## config.mk

```make
export PLATFORM = sky130hd
export DESIGN_NAME = time_uart_tx
export DESIGN_NICKNAME = d
export VERILOG_FILES = /design/src/rtl/time_uart_tx_pkg.sv /design/src/rtl/uart_tx_byte.sv /design/src/rtl/time_uart_tx.sv
export SDC_FILE = /design/constraint.sdc
export NUM_CORES = 1
export LEC_CHECK = 0
export CAP_MARGIN = 20
export CORE_ASPECT_RATIO = 1.75
export CORE_MARGIN = 4
export CORE_UTILIZATION = 40
export CTS_CLUSTER_SIZE = 16
export DETAILED_ROUTE_END_ITERATION = 6
export PLACE_DENSITY = 0.66
export SYNTH_ARGS = -nofsm -noshare
export SYNTH_HDL_FRONTEND = slang
export SYNTH_HIERARCHICAL = 1
export SYNTH_SLANG_ARGS = --single-unit
```

## constraint.sdc

```tcl
create_clock -name CLK -period 8.1 [get_ports CLK]
set_input_delay 2.43 -clock CLK [delete_from_list [all_inputs] [get_ports CLK]]
set_output_delay 2.43 -clock CLK [all_outputs]
set_load 0.02 [all_outputs]
```

## src/rtl/time_uart_tx_pkg.sv

```systemverilog
// Shared definitions for the time-of-day UART transmitter: ASCII constants,
// message length, sequencer state encoding and the BCD digit formatter.
package time_uart_tx_pkg;

    localparam int unsigned MSG_LEN = 13;

    localparam logic [7:0] ASCII_ZERO  = 8'h30;
    localparam logic [7:0] ASCII_COLON = 8'h3A;
    localparam logic [7:0] ASCII_DOT   = 8'h2E;
    localparam logic [7:0] ASCII_CR    = 8'h0D;
    localparam logic [7:0] ASCII_LF    = 8'h0A;
    localparam logic [7:0] ASCII_QMARK = 8'h3F;

    typedef enum logic [1:0] {
        ST_IDLE  = 2'd0,
        ST_LOAD  = 2'd1,
        ST_SHIFT = 2'd2,
        ST_FIN   = 2'd3
    } state_t;

    // One BCD nibble to its ASCII digit; non-decimal nibbles print as '?'.
    function automatic logic [7:0] bcd_to_ascii(input logic [3:0] nib);
        if (nib <= 4'd9) begin
            return ASCII_ZERO + {4'd0, nib};
        end
        return ASCII_QMARK;
    endfunction

endpackage

```

## src/rtl/uart_tx_byte.sv

```systemverilog
// 8N1 byte serializer, LSB first, each bit held BAUD_DIV cycles.
// Ports:
//   CLK, RST  clock and synchronous active-high reset
//   DATA      byte to send, captured when LOAD and READY are both high
//   LOAD      request to start a frame with DATA
//   READY     high when idle or in the last cycle of the stop bit
//   TXD       serial line, idle high (registered)
module uart_tx_byte #(
    parameter int unsigned BAUD_DIV = 434
) (
    input  logic       CLK,
    input  logic       RST,
    input  logic [7:0] DATA,
    input  logic       LOAD,
    output logic       READY,
    output logic       TXD
);

    localparam logic [15:0] BAUD_LAST = 16'(BAUD_DIV - 1);
    localparam logic [3:0]  BIT_D7    = 4'd8;
    localparam logic [3:0]  BIT_STOP  = 4'd9;

    logic        active_q;
    logic [15:0] baud_q;
    logic [3:0]  bit_q;
    logic [7:0]  sh_q;
    logic        txd_q;
    logic        bit_end_c;

    // Bit index 0 is the start bit, 1..8 data bits, 9 the stop bit.
    always_comb begin
        bit_end_c = active_q && (baud_q == BAUD_LAST);
        READY     = !active_q || (bit_end_c && (bit_q == BIT_STOP));
    end

    always_ff @(posedge CLK) begin
        if (RST) begin
            active_q <= 1'b0;
            baud_q   <= '0;
            bit_q    <= '0;
            sh_q     <= '0;
            txd_q    <= 1'b1;
        end else if (LOAD && READY) begin
            // Loading in the last stop-bit cycle chains frames with no gap.
            active_q <= 1'b1;
            baud_q   <= '0;
            bit_q    <= '0;
            sh_q     <= DATA;
            txd_q    <= 1'b0;
        end else if (bit_end_c) begin
            baud_q <= '0;
            if (bit_q == BIT_STOP) begin
                active_q <= 1'b0;
                bit_q    <= '0;
                txd_q    <= 1'b1;
            end else begin
                bit_q <= bit_q + 4'd1;
                if (bit_q == BIT_D7) begin
                    txd_q <= 1'b1;
                end else begin
                    txd_q <= sh_q[0];
                    sh_q  <= {1'b0, sh_q[7:1]};
                end
            end
        end else if (active_q) begin
            baud_q <= baud_q + 16'd1;
        end
    end

    assign TXD = txd_q;

endmodule

```

## src/rtl/time_uart_tx.sv

```systemverilog
// Snapshots the BCD time word on SEND and transmits "HH:MM:SS.mm\r\n"
// over an 8N1 UART line.
// Ports:
//   CLK, RST  clock and synchronous active-high reset
//   TIME      {HH, MM, ss, mm}, two BCD digits per byte
//   SEND      single-cycle transmit request, ignored while BUSY
//   TXD       serial output, idle high
//   BUSY      high while a message is in progress
//   DONE      one-cycle pulse after the final stop bit
module time_uart_tx
    import time_uart_tx_pkg::*;
#(
    parameter int unsigned BAUD_DIV = 434
) (
    input  logic        CLK,
    input  logic        RST,
    input  logic [31:0] TIME,
    input  logic        SEND,
    output logic        TXD,
    output logic        BUSY,
    output logic        DONE
);

    localparam logic [3:0] IDX_LAST = 4'(MSG_LEN - 1);

    state_t      state_q;
    logic [31:0] snap_q;
    logic [3:0]  idx_q;
    logic        busy_q;
    logic        done_q;

    logic        accept_c;
    logic [3:0]  idx_next_c;
    logic        ser_load_c;
    logic [7:0]  ser_data_c;
    logic        ser_ready;

    // Character idx of the message for time word w.
    function automatic logic [7:0] char_at(input logic [31:0] w, input logic [3:0] idx);
        case (idx)
            4'd0:    return bcd_to_ascii(w[31:28]);
            4'd1:    return bcd_to_ascii(w[27:24]);
            4'd2:    return ASCII_COLON;
            4'd3:    return bcd_to_ascii(w[23:20]);
            4'd4:    return bcd_to_ascii(w[19:16]);
            4'd5:    return ASCII_COLON;
            4'd6:    return bcd_to_ascii(w[15:12]);
            4'd7:    return bcd_to_ascii(w[11:8]);
            4'd8:    return ASCII_DOT;
            4'd9:    return bcd_to_ascii(w[7:4]);
            4'd10:   return bcd_to_ascii(w[3:0]);
            4'd11:   return ASCII_CR;
            default: return ASCII_LF;
        endcase
    endfunction

    // Serializer handoff: the first char is formatted straight from TIME on
    // the accepting edge; later chars are loaded in the last stop-bit cycle.
    always_comb begin
        accept_c   = SEND && !busy_q;
        idx_next_c = idx_q + 4'd1;
        ser_load_c = accept_c ||
                     ((state_q == ST_SHIFT) && ser_ready && (idx_q != IDX_LAST));
        ser_data_c = accept_c ? char_at(TIME, 4'd0) : char_at(snap_q, idx_next_c);
    end

    // Sequencer: LOAD marks the cycle after a char was handed over.
    always_ff @(posedge CLK) begin
        if (RST) begin
            state_q <= ST_IDLE;
            snap_q  <= '0;
            idx_q   <= '0;
            busy_q  <= 1'b0;
            done_q  <= 1'b0;
        end else begin
            done_q <= 1'b0;
            case (state_q)
                ST_IDLE, ST_FIN: begin
                    if (accept_c) begin
                        snap_q  <= TIME;
                        idx_q   <= '0;
                        busy_q  <= 1'b1;
                        state_q <= ST_LOAD;
                    end else begin
                        state_q <= ST_IDLE;
                    end
                end
                ST_LOAD: begin
                    state_q <= ST_SHIFT;
                end
                ST_SHIFT: begin
                    if (ser_ready) begin
                        if (idx_q != IDX_LAST) begin
                            idx_q   <= idx_next_c;
                            state_q <= ST_LOAD;
                        end else begin
                            busy_q  <= 1'b0;
                            done_q  <= 1'b1;
                            state_q <= ST_FIN;
                        end
                    end
                end
                default: state_q <= ST_IDLE;
            endcase
        end
    end

    uart_tx_byte #(
        .BAUD_DIV(BAUD_DIV)
    ) u_ser (
        .CLK  (CLK),
        .RST  (RST),
        .DATA (ser_data_c),
        .LOAD (ser_load_c),
        .READY(ser_ready),
        .TXD  (TXD)
    );

    assign BUSY = busy_q;
    assign DONE = done_q;

endmodule
```

==> flow_summary.ini, run 1 <==
[yosys]
edff_count_synth = 0
syn_inst = 502
synth-seq-cells = 70
synthesis.yosys.warnings = 6
synthesis.area_sq_um = 3850
synthXorXnorAreaFrac = 0.0409
synth_cell_types = 62
asyncSetResetFlopFracSynth = 0
post_synthesis_share_of_cell_area_spent_on_full_adders_half_adders_and_majority_gates = 0.0292
sequential_fraction_of_the_synthesis_area = 0.364
syn_area_per_cell_sq_um = 7.68
netlist.area_leader.share = 0.364
post_synth_mux_area_share = 0.00519
main_combinational_cell_family_by_area_after_synthesis = simple AND/OR/NAND/NOR gates
leading_register_cell_type_out_of_synthesis = sky130_fd_sc_hd__dfxtp_1
yosys.area_share.simple = 0.267
synth_compound_area_frac = 0.240
post_synth_main_area_contributors = sky130_fd_sc_hd__dfxtp_1 (36%), sky130_fd_sc_hd__a21oi_1 (9.1%), sky130_fd_sc_hd__nand2_1 (8.9%)
post_synth_top_area_cell = sky130_fd_sc_hd__dfxtp_1

[grt]
globalRouteOverflowTotal = 0
grt_antenna_before_repair = 0
first_global_vias = 3391
grt_first_pass_wirelength_um = 15300
grt_usage = 0.175
grt_start_max_net_pins = 52

[power]
report.power.total_mw = 0.878
leakage_power_summed_over_all_cells_nw = 1.65
vdd_ir_drop_max_uv = 130
power.density_cell_area_nw_per_um2 = 191

[layout]
syn_to_final_growth_pct = 19.1
fillerInstances = 937
final_common_cell = sky130_fd_sc_hd__nand2_1
most-common-layout-cells = sky130_fd_sc_hd__nand2_1 (91), sky130_fd_sc_hd__dfxtp_1 (70), sky130_fd_sc_hd__a21oi_1 (70), sky130_fd_sc_hd__clkdlybuf4s50_1 (37), sky130_fd_sc_hd__nor2_1 (33)
fin_nets = 569
fraction_of_final_layout_cells_sized_beyond_drive_strength_1 = 0.0586
insertedDiodeCount = 0

[setup_path]
worst_setup_path_start_kind = input port
critical_path.cell_chain = clkdlybuf4s50_1 > nand2b_1 > o21ai_0 > nor2b_1 > nor2_1 > nand2b_1 > nor2_1
critical-path-max-stage-delay_ps = 500
crit_slowest_cell = sky130_fd_sc_hd__clkdlybuf4s50_1
reg2reg_to = u_ser/baud_q[10]
worstPathRequired_ps = 8290
worstRegToRegCells = 11
path_max_fanout = 16
critical_path_class = in -> reg
cp-startpoint = SEND
r2r_slack_ps = 4030
regToRegStartpoint = u_ser/baud_q[0]
worst_setup_path_end_kind = flop
critPathArrivalTime_ps = 4510

[sta]
headroom_to_the_max_slew_limit = 0.526
crit_path_time_final_ps = 4320
final-setup-viol-count = 0
worst_clock_skew_ps = 5.06
finalHoldViolations = 0
report.final.slew_viol_count = 0
timing.final.crit_share = 0.533
max_clock_freq_mhz = 232
finalSetupTns_ps = 0
rsz_0062_raised_after_global_routing = false
timing.hold.ws_ps = 451
slew_of_the_pin_with_the_lowest_slew_margin_ps = 703

[floorplanning]
die_area_sq_um = 11300
pin_count = 38
die_x_um = 82.2
design.core.area_sq_um = 9410
chipHeight_um = 138
effective_utilization_at_floorplan = 0.410
std_cell_rows = 47

[hold_path]
worstHoldPathType = reg -> reg
worst_hold_startpoint = snap_q[8]
whs_path_depth = 2
hold_end = snap_q[8]

[clock_network]
cts_max_path_buffers = 2
clock_transition_at_the_register_clock_pins_on_the_worst_setup_and_hold_paths_after_cts_ps = 50
cts.sink_count = 70
cts_hold_buffers = 0
ctsRootBufferMaster = sky130_fd_sc_hd__clkbuf_16
htree_levels = 3
postCtsSetupRepairBufs = 0
insertion_delay_ps = 330
tritoncts_clock_tree = done
cts_made_buffers = 9
cts_resized = 0

[outcome]
outcome = finished, final reports clean

[detailed_routing]
first_iter_violations = 185
post_drt_wl_per_cell_um = 14.5
drtPass1Iterations = 4
detail-route-antenna-nets = 0
num_vias = 3572
detail_route.drc_violations = 0
routed_wirelength_um = 9450
vias_per_cell = 5.49

[placed_design]
placement.io_buffers = 37
dp_hpwl_um = 7010
gpl.final_weighted_congestion = 0.940

[job]
cap_violations = 0
-- how the worst max path moves through the flow --
stage / end / slack [ps]
6_report: u_ser/baud_q[10] / 3780
5_1_grt: u_ser/baud_q[10] / 3570
4_1_cts: idx_q[0] / 3640
3_5_place_dp: idx_q[0] / 3320
3_3_place_gp: idx_q[3] / 3400
2_1_floorplan: u_ser/sh_q[3] / 4270
-- sequential cells by signal, indices dropped and copies added, names as in the netlist --
name,flops
DONE,1
idx_q,4
state_q,2
u_ser/bit_q,4
snap_q,32
u_ser/baud_q,16
BUSY,1
u_ser/TXD,1
u_ser/active_q,1
u_ser/sh_q,8
-- cell type report --
class | count | area (sq um) | share of cell area
clock buffer | 12 | 267 | 0.0581
clock inverter | 3 | 42.5 | 0.00927
inverter | 14 | 52.6 | 0.0115
multi-input combinational | 390 | 2250 | 0.491
sequential | 70 | 1400 | 0.305
tap | 122 | 153 | 0.0333
timing repair buffer | 40 | 420 | 0.0916
-- report_power, final --
part           switching (mW)  internal [mW]
logic                  0.0516         0.0478
registers              0.0162          0.362
clock network           0.140          0.261
total                   0.207          0.671
-- routing by layer --
layer	GRT usage	vias up	share of wire
met5	0	-	0
met4	0.0961	0	0.036
met3	0.0308	25	0.035
met2	0.327	75	0.54
met1	0.174	1657	0.38
li1	-	1815	-
-- through the flow --
step                worst slack (ps)  std cells  area (sq um)  utilization
finish                          3780        651          4590        0.488
global route                    3570        651          4590        0.488
CTS                             3640        649          4550        0.483
detailed placement              3320        634          4240        0.450
global placement                3400        634          4240        0.450
floorplan                       4270        503          3860            -
-- synthesized netlist by cell type (3+ instances only) --
cell type,count
sky130_fd_sc_hd__nor2b_1,6
sky130_fd_sc_hd__xnor2_1,7
sky130_fd_sc_hd__xor2_1,11
sky130_fd_sc_hd__nand3_1,18
sky130_fd_sc_hd__o21ai_0,23
sky130_fd_sc_hd__and4_1,6
sky130_fd_sc_hd__nand2b_1,8
sky130_fd_sc_hd__nand4_1,5
sky130_fd_sc_hd__o21a_1,8
sky130_fd_sc_hd__a21o_1,7
sky130_fd_sc_hd__inv_1,13
sky130_fd_sc_hd__buf_2,3
sky130_fd_sc_hd__and3_1,5
sky130_fd_sc_hd__nor3_1,13
sky130_fd_sc_hd__or3_1,3
sky130_fd_sc_hd__a22o_1,3
sky130_fd_sc_hd__a21oi_1,70
sky130_fd_sc_hd__ha_1,9
sky130_fd_sc_hd__clkbuf_1,17
sky130_fd_sc_hd__buf_4,6
sky130_fd_sc_hd__nor2_1,33
sky130_fd_sc_hd__a22oi_1,4
sky130_fd_sc_hd__o22ai_1,11
sky130_fd_sc_hd__nand2_1,91
sky130_fd_sc_hd__dfxtp_1,70
sky130_fd_sc_hd__a211oi_1,3
-- worst max-delay path: cells and delay by family --
kind                   cells  cell delay, ps
buffers and inverters      1             500
AO/OA/AOI/OAI              1             250
AND/OR/NAND/NOR            5            1320
-- cells by family (layout without fill, tap and decap cells) --
| family | count (synthesis) | in the layout |
|---|---|---|
| compound gates | 151 | 151 |
| xor+xnor | 18 | 18 |
| fa+ha+maj | 9 | 9 |
| buf+inv | 43 | 69 |
| flops | 70 | 70 |
| mux | 2 | 2 |
| other cells | 1 | 2 |
| simple gates | 208 | 208 |
Power figures use the tool's default switching activity.
==> run 2: changes to the inputs <==
==> constraint.sdc (replaced) <==
create_clock -name CLK -period 4.1 [get_ports CLK]
set_input_delay 1.23 -clock CLK [delete_from_list [all_inputs] [get_ports CLK]]
set_output_delay 1.23 -clock CLK [all_outputs]
set_load 0.02 [all_outputs]
==> flow_summary.ini, run 2 (same netlist as run 1, synthesis figures left out) <==
[outcome]
outcome = finished, final reports clean

[setup_path]
critical-path-max-stage-delay_ps = 500
critPathArrivalTime_ps = 3580
worstPathRequired_ps = 4280
cp-startpoint = u_ser/baud_q[0]
critical_path.cell_chain = ha_1 > nor4b_1 > and4_1 > nand2_4 > o21ai_0 > buf_4 > nand2_1 > o21ai_0 > buf_4 > nor2b_1 > nor2_1 > nand2b_1 > a211oi_1
worst_setup_path_start_kind = flop
critical_path_class = reg -> reg
path_max_fanout = 16
regToRegStartpoint = u_ser/baud_q[0]
crit_slowest_cell = sky130_fd_sc_hd__nand2b_1
worst_setup_path_end_kind = flop

[layout]
fin_nets = 572
insertedDiodeCount = 0
final_common_cell = sky130_fd_sc_hd__nand2_1
syn_to_final_growth_pct = 18.4
finalCoreUtilization = 0.485
most-common-layout-cells = sky130_fd_sc_hd__nand2_1 (91), sky130_fd_sc_hd__dfxtp_1 (70), sky130_fd_sc_hd__a21oi_1 (70), sky130_fd_sc_hd__clkdlybuf4s50_1 (37), sky130_fd_sc_hd__nor2_1 (33)
reg_top3 = snap_q x32, u_ser/baud_q x16, u_ser/sh_q x8
top_register = snap_q
fin_area_sq_um = 4560
fillerInstances = 967
largest_register_ff_count = 32
fraction_of_final_layout_cells_sized_beyond_drive_strength_1 = 0.0584

[power]
leakage_power_summed_over_all_cells_nw = 1.64
power.sequential.fraction = 0.437
power.density_cell_area_nw_per_um2 = 374
vdd_ir_drop_max_uv = 321
switchingPower_mw = 0.402
cellInternalPower_mw = 1.30
swShare = 0.236
power.clock.fraction = 0.447
combinationalPowerShare = 0.115

[detailed_routing]
detail_route.drc_violations = 0
num_vias = 3650
post_drt_wl_per_cell_um = 15.1
detail-route-antenna-nets = 0
vias_per_cell = 5.59
drtPass1Iterations = 4
routed_wirelength_um = 9870
first_iter_violations = 191

[sta]
timing.final.crit_share = 0.829
max_clock_freq_mhz = 294
worst_clock_skew_ps = 6.27
headroom_to_the_max_slew_limit = 0.540
timing.hold.ws_ps = 457
rsz_0062_raised_after_global_routing = false
finalSetupTns_ps = 0
slew_of_the_pin_with_the_lowest_slew_margin_ps = 689
final-setup-viol-count = 0
report.final.slew_viol_count = 0
finalHoldViolations = 0
setup_slack_ps = 699
crit_path_time_final_ps = 3400

[hold_path]
worstHoldPathType = reg -> reg
worst_hold_startpoint = snap_q[8]

[grt]
first_global_vias = 3488
grt_start_max_net_pins = 50
grt_usage = 0.181
grt_antenna_before_repair = 0
grt_first_pass_wirelength_um = 15700
globalRouteOverflowTotal = 0

[floorplanning]
design.core.area_sq_um = 9410
std_cell_rows = 47
pin_count = 38
die_x_um = 82.2
die_area_sq_um = 11300
chipHeight_um = 138
effective_utilization_at_floorplan = 0.410

[placed_design]
gpl.final_weighted_congestion = 0.964
dp_hpwl_um = 7290
cell_area_after_placement_sq_um = 4270
placement.setup.worst_slack_ps = 668
placement.io_buffers = 37

[clock_network]
htree_levels = 3
insertion_delay_ps = 330
cts_max_path_buffers = 2
tritoncts_clock_tree = done
clock_transition_at_the_register_clock_pins_on_the_worst_setup_and_hold_paths_after_cts_ps = 50
cts_made_buffers = 9
cts_hold_buffers = 0
cts_resized = 0
ctsRootBufferMaster = sky130_fd_sc_hd__clkbuf_16
cts.sink_count = 70
postCtsSetupRepairBufs = 0

[job]
cap_violations = 0
[run 2: power by group through the flow]
stage	clock (mW)	sequential [mW]	combinational, mW
after floorplan	0	0.753	0.124
after global placement	0	0.758	0.195
after detailed placement	0	0.760	0.198
after CTS	0.779	0.746	0.198
after global routing	0.817	0.750	0.219
final	0.764	0.746	0.197
[run 2: metal layers]
metal | track usage | vias to the layer above | part of all wire
met1 | 0.177 | 1699 | 0.38
li1 | - | 1818 | -
met2 | 0.335 | 101 | 0.54
met5 | 0 | - | 0
met4 | 0.111 | 0 | 0.040
met3 | 0.0340 | 32 | 0.042
[run 2: layout make-up]
class                           count  area [sq um]  area share
Multi-Input combinational cell    390          2250       0.493
Sequential cell                    70          1400       0.307
Timing Repair Buffer               43           415      0.0910
Clock buffer                       13           260      0.0570
Tap cell                          122           153      0.0334
Inverter                           14          52.6      0.0115
Clock inverter                      1          30.0     0.00658
[run 2: through the flow]
stage	std cells	power, mW
final	653	1.71
after global routing	653	1.79
after CTS	653	1.72
after global placement	639	0.953
after floorplan	503	0.877
after detailed placement	639	0.958
[run 2: final timing paths]
check	endpoint	depth (start not counted)	slack, ps
max	u_ser/baud_q[1]	13	700
min	snap_q[8]	2	460
min reg2reg	snap_q[8]	2	460
max reg2reg	u_ser/baud_q[1]	13	700
[run 2: critical path: cells and delay by family, from the launching register on]
family / cells / cell delay (ps)
buffers and inverters: 2 / 320
flip-flops: 1 / 400
AO/OA/AOI/OAI: 3 / 430
adder cells (fa/ha/maj): 1 / 190
AND/OR/NAND/NOR: 7 / 1900
==> run 3: changes to the inputs <==
==> constraint.sdc (replaced) <==
create_clock -name CLK -period 3.4 [get_ports CLK]
set_input_delay 1.02 -clock CLK [delete_from_list [all_inputs] [get_ports CLK]]
set_output_delay 1.02 -clock CLK [all_outputs]
set_load 0.02 [all_outputs]
==> flow_summary.ini, run 3 (same netlist as run 1, synthesis figures left out) <==
[sta]
timing.final.crit_share = 0.877
setup_slack_ps = 417
finalHoldViolations = 0
final-setup-viol-count = 0
max_clock_freq_mhz = 335
crit_path_time_final_ps = 2980
worst_clock_skew_ps = 3.20
headroom_to_the_max_slew_limit = 0.601
finalSetupTns_ps = 0
slew_of_the_pin_with_the_lowest_slew_margin_ps = 598
rsz_0062_raised_after_global_routing = false
report.final.slew_viol_count = 0

[setup_path]
critical_path_class = reg -> reg
r2r_slack_ps = 420
cp-startpoint = u_ser/baud_q[0]
path_delay_family = simple AND/OR/NAND/NOR gates
critical_path_cell_count = 12
path_max_fanout = 7
regToRegStartpoint = u_ser/baud_q[0]
worst_setup_path_start_kind = flop
critPathArrivalTime_ps = 3210
worst_path_most_repeated_cell = sky130_fd_sc_hd__o21ai_0
worstPathRequired_ps = 3630
crit_slowest_cell = sky130_fd_sc_hd__and4_1
worstPathBufferInverterCount = 0
worstRegToRegCells = 12
reg2reg_to = u_ser/sh_q[5]
worstSetupEndpoint = u_ser/sh_q[5]
worst_setup_path_end_kind = flop
critical-path-max-stage-delay_ps = 430
critical_path.cell_chain = ha_1 > nor4b_1 > and4_1 > nand2_4 > o21ai_0 > nand2_1 > o21ai_0 > nor2b_1 > or2_2 > a21oi_2 > a32o_1 > a21o_1

[clock_network]
cts.sink_count = 70
htree_levels = 3
ctsRootBufferMaster = sky130_fd_sc_hd__clkbuf_16
clock_transition_at_the_register_clock_pins_on_the_worst_setup_and_hold_paths_after_cts_ps = 60
insertion_delay_ps = 330
cts_hold_buffers = 0
cts_resized = 0
cts_made_buffers = 9
cts_max_path_buffers = 2
tritoncts_clock_tree = done
postCtsSetupRepairBufs = 0

[floorplanning]
die_x_um = 82.2
die_area_sq_um = 11300
std_cell_rows = 47
chipHeight_um = 138
pin_count = 38
design.core.area_sq_um = 9410
effective_utilization_at_floorplan = 0.410

[detailed_routing]
drtPass1Iterations = 4
detail_route.drc_violations = 0
vias_per_cell = 5.50
first_iter_violations = 198
detail-route-antenna-nets = 0
post_drt_wl_per_cell_um = 15.1
num_vias = 3626
routed_wirelength_um = 9940

[layout]
insertedDiodeCount = 0
most-common-layout-cells = sky130_fd_sc_hd__nand2_1 (91), sky130_fd_sc_hd__dfxtp_1 (70), sky130_fd_sc_hd__a21oi_1 (70), sky130_fd_sc_hd__clkdlybuf4s50_1 (37), sky130_fd_sc_hd__nor2_1 (33)
fin_area_sq_um = 4620
reg_top3 = snap_q x32, u_ser/baud_q x16, u_ser/sh_q x8
largest_register_ff_count = 32
fraction_of_final_layout_cells_sized_beyond_drive_strength_1 = 0.0708
final_common_cell = sky130_fd_sc_hd__nand2_1
top_register = snap_q
syn_to_final_growth_pct = 20.0
fin_nets = 576

[power]
leakage_power_summed_over_all_cells_nw = 1.68
vdd_ir_drop_max_uv = 314
power.density_cell_area_nw_per_um2 = 462

[outcome]
outcome = finished, final reports clean

[placed_design]
gpl.final_weighted_congestion = 0.949
dp_hpwl_um = 7520
cell_area_after_placement_sq_um = 4300
placement.setup.worst_slack_ps = 356
placement.io_buffers = 37

[grt]
grt_first_pass_wirelength_um = 16400
grt_usage = 0.189
grt_antenna_before_repair = 0
first_global_vias = 3550
globalRouteOverflowTotal = 0
grt_start_max_net_pins = 50

[job]
cap_violations = 0

[hold_path]
worstHoldPathType = reg -> reg
worst_hold_startpoint = snap_q[16]
[run 3: cell types whose count changed in the layout (fill, tap and decap cells not counted), sizes merged]
cell	change
buf	+4
clkinv	+2
bufinv	+1
clkbuf	-1
[run 3: worst reg2reg max path, cell delays in order (launching register included)]
cell	delay, ps
sky130_fd_sc_hd__dfxtp_1	410
sky130_fd_sc_hd__ha_1	170
sky130_fd_sc_hd__nor4b_1	260
sky130_fd_sc_hd__and4_1	430
sky130_fd_sc_hd__nand2_4	80
sky130_fd_sc_hd__o21ai_0	220
sky130_fd_sc_hd__nand2_1	90
sky130_fd_sc_hd__o21ai_0	200
sky130_fd_sc_hd__nor2b_1	320
sky130_fd_sc_hd__or2_2	230
sky130_fd_sc_hd__a21oi_2	80
sky130_fd_sc_hd__a32o_1	230
sky130_fd_sc_hd__a21o_1	140
[run 3: worst min path at each step]
stage                         end  slack (ps)  cells past startpoint
finish                 snap_q[16]         450                      2
global route           snap_q[16]         470                      2
CTS                    snap_q[28]         460                      2
detailed placement     snap_q[28]         450                      2
global placement        snap_q[8]         450                      2
floorplan           u_ser/sh_q[6]         430                      2
[run 3: final cells by class]
cell class | instances | area [sq um]
fill | 950 | 4790
multi-input combinational | 390 | 2250
sequential | 70 | 1400
timing repair buffer | 47 | 445
clock buffer | 12 | 246
tap | 122 | 153
clock inverter | 4 | 70.1
inverter | 14 | 52.6
[run 3: routing by layer]
layer / GRT usage / vias up / wire, um
met1: 0.188 / 1671 / 3700
met4: 0.121 / 0 / 519
met5: 0 / - / 0
met2: 0.338 / 90 / 5290
met3: 0.0458 / 37 / 435
li1: - / 1828 / -
[run 3: metrics by stage]
stage	power [mW]	instances	hold slack [ps]	util
finish	2.14	659	453	0.491
global route	2.24	659	472	0.491
CTS	2.17	659	457	0.491
detailed placement	1.16	643	448	0.457
global placement	1.15	643	445	0.457
floorplan	1.06	503	425	-
[run 3: where the power goes]
group	total (mW)	internal, mW	leakage, nW	switching [mW]
Clock	0.999	0.660	0.157	0.340
Combinational	0.238	0.113	0.949	0.126
Sequential	0.900	0.862	0.571	0.0376
